===== config.mk =====
export PLATFORM = sky130hd
export DESIGN_NAME = scale_pow2_ctrl
export DESIGN_NICKNAME = d
export VERILOG_FILES = /design/src/rtl/scale_pow2_ctrl.sv
export SDC_FILE = /design/constraint.sdc
export NUM_CORES = 1
export LEC_CHECK = 0
export ABC_AREA = 1
export CORE_UTILIZATION = 34
export CTS_BUF_LIST = sky130_fd_sc_hd__clkbuf_4 sky130_fd_sc_hd__clkbuf_8
export DETAILED_ROUTE_END_ITERATION = 7
export GPL_TIMING_DRIVEN = 0
export PLACE_DENSITY = 0.64
export SYNTH_ARGS = -nofsm -noshare
export SYNTH_HDL_FRONTEND = slang
export SYNTH_SLANG_ARGS = --single-unit
export TNS_END_PERCENT = 5

===== constraint.sdc =====
create_clock -name clk -period 4.2 [get_ports clk]
set_input_delay 0.84 -clock clk [delete_from_list [all_inputs] [get_ports clk]]
set_output_delay 0.84 -clock clk [all_outputs]
set_load 0.02 [all_outputs]

===== src/rtl/scale_pow2_ctrl.sv =====
// scale_pow2_ctrl
//   Sequential power-of-two scaler for a signed Q6.2 operand. On an accepted
//   start it multiplies or divides the operand by 2 once per clock, for
//   `count` steps. A multiply step whose result would not fit is an overflow.
//   In that case the remaining steps are abandoned and the last good value is
//   reported.
//
// Ports
//   clk      in   system clock, rising edge
//   rst      in   synchronous active-high reset
//   start    in   begin an operation (honoured only while idle)
//   a        in   [7:0] signed Q6.2 operand
//   op_mul2  in   1 = x2 per step, 0 = /2 per step (truncate toward zero)
//   count    in   [CNT_W-1:0] number of steps
//   busy     out  high from the capture edge until the done cycle ends
//   done     out  one-cycle completion pulse
//   result   out  [7:0] signed Q6.2 result, held until the next completion
//   err      out  overflow flag of the last completed operation
module scale_pow2_ctrl #(
  parameter int CNT_W = 3
) (
  input  logic             clk,
  input  logic             rst,
  input  logic             start,
  input  logic [7:0]       a,
  input  logic             op_mul2,
  input  logic [CNT_W-1:0] count,
  output logic             busy,
  output logic             done,
  output logic [7:0]       result,
  output logic             err
);

  typedef enum logic [1:0] {
    IDLE = 2'd0,
    RUN  = 2'd1,
    DONE = 2'd2
  } state_t;

  state_t            state;
  logic signed [7:0] acc;
  logic              op_r;
  logic [CNT_W-1:0]  rem;

  // One step of the datapath, evaluated combinationally from acc.
  logic              mul_ovf;
  logic signed [7:0] mul_val;
  logic signed [7:0] acc_adj;
  logic signed [7:0] div_val;
  logic signed [7:0] step_val;
  logic              step_ovf;
  logic              last_step;

  // Magnitude above 63 cannot double into 8 bits. -64 is also rejected:
  // its double (-128) fits, but only magnitudes up to 63 count as safe.
  assign mul_ovf  = (acc > 8'sd63) || (acc < -8'sd63);
  assign mul_val  = acc <<< 1;

  // An arithmetic shift rounds toward -inf. Biasing negative values by +1
  // first turns that into truncation toward zero (-7 -> -3, -128 -> -64).
  assign acc_adj  = acc + (acc[7] ? 8'sd1 : 8'sd0);
  assign div_val  = acc_adj >>> 1;

  assign step_val  = op_r ? mul_val : div_val;
  assign step_ovf  = op_r & mul_ovf;
  assign last_step = (rem == CNT_W'(1));

  always_ff @(posedge clk) begin
    if (rst) begin
      state  <= IDLE;
      acc    <= '0;
      op_r   <= 1'b0;
      rem    <= '0;
      result <= 8'h00;
      err    <= 1'b0;
      done   <= 1'b0;
      busy   <= 1'b0;
    end else begin
      case (state)
        IDLE: begin
          done <= 1'b0;
          busy <= 1'b0;
          if (start) begin
            acc  <= a;
            op_r <= op_mul2;
            rem  <= count;
            err  <= 1'b0;
            busy <= 1'b1;
            if (count == '0) begin
              // Nothing to do: report the operand straight away.
              result <= a;
              done   <= 1'b1;
              state  <= DONE;
            end else begin
              state <= RUN;
            end
          end
        end

        RUN: begin
          busy <= 1'b1;
          if (step_ovf) begin
            // Keep acc as it was and report the last value that fit.
            err    <= 1'b1;
            result <= acc;
            done   <= 1'b1;
            state  <= DONE;
          end else begin
            acc <= step_val;
            rem <= rem - CNT_W'(1);
            if (last_step) begin
              result <= step_val;
              done   <= 1'b1;
              state  <= DONE;
            end
          end
        end

        DONE: begin
          // start is ignored here; the next request is taken in IDLE.
          done  <= 1'b0;
          busy  <= 1'b0;
          state <= IDLE;
        end

        default: begin
          done  <= 1'b0;
          busy  <= 1'b0;
          state <= IDLE;
        end
      endcase
    end
  end

endmodule


-- Word level (Yosys, flattened, before mapping)
Cells that the tools add are included.
- flip-flop bits (word level): 25
- output and inout bits: 11
- equal/unequal tests: 7
- bitwise operators: 1
- add/sub/neg operators: 2
- reduce and logical (&&, ||, !) cells: 9
- muxes and demuxes: 28
- magnitude comparators: 2
- operators by type and width (operator ; count):
    two-way mux 8 bit ; 7
    case mux 8 bit (2 select lines) ; 2
    adder 8 x 2 -> 8 bit ; 1
    greater-than comparator 8 x 7 -> 1 bit (second input constant) ; 1
    < comparator 8 x 7 -> 1 bit (second input constant) ; 1
    two-way mux 1 bit ; 8
    two-way mux 2 bit ; 4
    != test 2 bit (second input constant) ; 4
    two-way mux 3 bit ; 2
    case mux 1 bit (2 select lines) ; 3
    case mux 3 bit (2 select lines) ; 1
    AND reduction 3 bit ; 2
    case mux 2 bit (2 select lines) ; 1
    AND reduction 2 bit ; 2
    AND reduction 4 bit ; 1
    equality test 3 x 1 -> 1 bit (second input constant) ; 1
    zero test 3 bit ; 1
    != test 3 bit (second input constant) ; 1
    subtractor 3 x 1 -> 3 bit (second input constant) ; 1
    equality test 2 x 1 -> 1 bit (second input constant) ; 1
    zero test 2 bit ; 1
    nonzero test 2 bit ; 1
    bitwise AND 1 bit ; 1
    logical OR 1 bit ; 1

-- Depth between registers and ports, before layout
- depth after elaboration: 6
- mapped depth: 12
- gate-level depth less buffers: 12

-- Worst setup path after synthesis
Ideal clock, no wire load.
- path type: input-to-reg
- start point: in count[1]
- end point: reg result[2]
- data arrival time: 1698 ps
- path slack: 2388 ps
- stages on the path: 7
- path through: nor2_1 -> nand2_1 -> o31ai_2 -> nand2_4 -> buf_6 -> a21oi_1 -> nor2_1
- word-level cells in the longest chain between the ends: 3
- ends and longest elaborated chain (what ; RTL line ; RTL):
    start, declared ; 27 ; input logic [CNT_W-1:0] count,
    zero test 3 bit ; 89 ; if (count == '0) begin
    != test 2 bit (no source line) ; n/a ;
    AND reduction 4 bit (no source line) ; n/a ;
    end signal, assigned ; 112 ; result <= step_val;
    end, declared ; 30 ; output logic [7:0] result,
No other way between the ends.
A chain may end at the register's enable or synchronous reset.

-- Worst setup path in the final report
Ends and elaborated chain as after synthesis.

==> qor.txt <==
==============================================================================
Net count after synthesis .......................................          275
Total cell area at the placement stage ..........................    1920 um^2
Cell at the root of the clock tree .............................. sky130_fd_sc_hd__clkbuf_8
Area grow syn2layout ............................................        22.7%
Num CTS Buffers .................................................            3
TritonCTS clock tree ............................................          yes
Max-slew headroom ...............................................        67.2%
Total I/O pin count .............................................           26
Cell with the most instances after synthesis .................... sky130_fd_sc_hd__nand2_1
Number of synthesized flops with an enable pin ..................            0
Count of port buffers added during placement ....................           25
CTS sink count ..................................................           25
Final WL ........................................................      3.92 mm
Clock period minus worst slack ..................................      2110 ps
Row count .......................................................           24
Dominant cells by area after synthesis .......................... sky130_fd_sc_hd__dfxtp_1, sky130_fd_sc_hd__nand2_1, sky130_fd_sc_hd__nor2_1
Endpoints failing hold ..........................................            0
Final layout net count ..........................................          305
HP Class ........................................................      reg2reg
Leakage power figure ............................................     0.945 nW
Cell area after technology mapping ..............................    1600 um^2
Arrival time at the worst endpoint ..............................      2290 ps
Wire length per cell after detailed routing .....................      11.6 um
Top cells by instance count after synthesis ..................... sky130_fd_sc_hd__nand2_1, sky130_fd_sc_hd__nor2_1, sky130_fd_sc_hd__inv_1
IR drop worst, VDD ..............................................   0.000211 V
Worst setup EP type .............................................    flip-flop
Depth of the CTS H-tree .........................................            1
Effective utilization at floorplan ..............................        36.1%
Setup Fix Bufs, Post-CTS ........................................            0
Slew at the pin with the worst max-slew slack ...................       492 ps
Skew final ......................................................      5.85 ps
Number of detailed-routing iterations run before antenna repair .            4
Share of synthesized area occupied by flip-flops and latches ....        31.2%
Total global routing track utilization ..........................        16.7%
Worst setup slack after layout ..................................      2090 ps
Leftover overflow at the end of global routing ..................            0
DR iter-0 viols .................................................           73
Max-cap check violation count ...................................            0
Multi-input combinational cell area .............................     902 um^2
Final setup violation count .....................................            0
Cts repair resizes ..............................................            0
Hold-fix buffers at CTS .........................................            0
Hold slack final ................................................       475 ps
Depth of the most critical reg-to-reg path ......................           12
Cell count of the worst hold path ...............................            2
Clock transition at path regs ...................................       100 ps
Mean cell area of the mapped netlist ............................    6.24 um^2
Largest net degree at the start of global routing ...............           16
Final instance area .............................................    1970 um^2
Mapped Cells ....................................................          257
Crit path kind ..................................................       in2reg
Top-area cell type share of the netlist area ....................        31.2%
DRT antenna net count ...........................................            0
Number of pins with negative max-slew slack in the final report .            0
Post-synth top area cell ........................................ sky130_fd_sc_hd__dfxtp_1
Worst slack after detailed placement ............................      1790 ps
Setup Total Neg Slack ...........................................         0 ps
Number of remaining DRC errors ..................................            0
CP Data Required Time ...........................................      4380 ps
Full die area ...................................................    4990 um^2
Power density over the cells ....................................  413 nW/um^2
Warnings from Yosys .............................................            0
Startpoint type of the worst setup path ......................... primary input
Period utilization ..............................................        50.2%
FFs w/ async S/R, synth .........................................           0%
# fillers .......................................................          485
Highest clock rate ..............................................    0.475 GHz
Routability congestion estimate from global placement ...........        0.881
Ratio of cells with drive above 1 in the final layout ...........        9.44%
Initial antenna violation count .................................            0
Core Region .....................................................    4440 um^2
Most used flip-flop cell after synthesis ........................ sky130_fd_sc_hd__dfxtp_1
Number of global-route vias before repair .......................         1516
Result of the run ............................................... finished, final reports clean
Area of all sequential standard cells ...........................     500 um^2
Clock network latency to the later pin of the worst-skew pair ...       270 ps
Die Height ......................................................      70.7 um
Via-per-instance ratio ..........................................         4.78
Number of library cell types mapped by synthesis ................           27
Number of flip-flops and latches in the synthesized netlist .....           25
Wire length of the first global-routing pass ....................      6.77 mm
Detailed Place HPWL .............................................      2.96 mm
Deepest clock path buffer count .................................            2
Setup repair after global routing missed its margin .............           no
Diode count .....................................................            0
Die Width .......................................................      70.7 um
Routed via count ................................................         1615
CP max FO .......................................................           10
==============================================================================
==> cell usage in the layout (no fill, tap or decap), types with 2 or more instances in the layout <==
cell                               n
sky130_fd_sc_hd__a21oi_1          16
sky130_fd_sc_hd__buf_2             4
sky130_fd_sc_hd__buf_4             2
sky130_fd_sc_hd__buf_6             2
sky130_fd_sc_hd__clkbuf_8          3
sky130_fd_sc_hd__clkdlybuf4s50_1  25
sky130_fd_sc_hd__dfxtp_1          25
sky130_fd_sc_hd__ha_1              3
sky130_fd_sc_hd__inv_1            32
sky130_fd_sc_hd__inv_2             3
sky130_fd_sc_hd__nand2_1          69
sky130_fd_sc_hd__nand2_4           4
sky130_fd_sc_hd__nand3_1          20
sky130_fd_sc_hd__nand4_1           5
sky130_fd_sc_hd__nor2_1           42
sky130_fd_sc_hd__o21ai_0           8
sky130_fd_sc_hd__o21ai_1          10
==> critical path, cell delays in order <==
cell	delay, ps
sky130_fd_sc_hd__clkdlybuf4s50_1	410
sky130_fd_sc_hd__nor2_1	100
sky130_fd_sc_hd__nand2_1	100
sky130_fd_sc_hd__o31ai_2	410
sky130_fd_sc_hd__nand2_4	100
sky130_fd_sc_hd__buf_6	150
sky130_fd_sc_hd__a21oi_1	120
sky130_fd_sc_hd__nor2_1	50
==> final cells by class <==
class / count / area share, %
multi-input combinational: 187 / 45.9
sequential: 25 / 25.4
timing repair buffer: 25 / 12.7
inverter: 35 / 6.68
buffer: 10 / 3.50
tap: 52 / 3.31
clock buffer: 3 / 2.10
clock inverter: 1 / 0.382
==> final timing paths <==
| kind | start | end | slack (ps) |
|---|---|---|---|
| setup / recovery | count[1] | result[2] | 2090 |
| hold / removal | err | err | 470 |
| setup reg to reg | acc[7] | result[5] | 2540 |
| hold reg to reg | err | err | 470 |
==> where the power goes <==
part	switching (mW)	leakage, nW	internal (mW)
clock network	0.0851	0.0217	0.0674
logic	0.208	0.717	0.137
registers	0.0358	0.207	0.279
==> routing by layer <==
metal  vias to the layer above  global-route usage, %  wire length [um]
met5                         -                      0                 0
met4                         0                   5.56                63
met3                         6                   2.28               148
met2                        37                   27.9              1740
met1                       705                   22.2              1970
li1                        867                      -                 -
==> kinds of logic (layout without fill, tap and decap cells) <==
family	after synthesis	count (layout)	synth area share (%)
DFF	25	25	31.2
and+or+nand+nor	145	145	40.2
adders and majority gates	3	3	2.34
buffers and inverters	45	74	12.5
AOI/OAI and AO/OA	39	39	13.7
==> flip-flops by register name (all words and copies together) (netlist names) <==
name	flops
acc	8
state	2
busy	1
op_r	1
result	8
rem	3
err	1
done	1
==> metrics by stage <==
step                      power (mW)  util (%)  cells
after floorplan                0.559         -    257
after global placement         0.663      43.2    334
after detailed placement       0.665      43.2    334
after CTS                      0.816      44.3    338
after global routing           0.873      44.3    338
final                          0.812      44.3    338
Power figures use the tool's default switching activity.
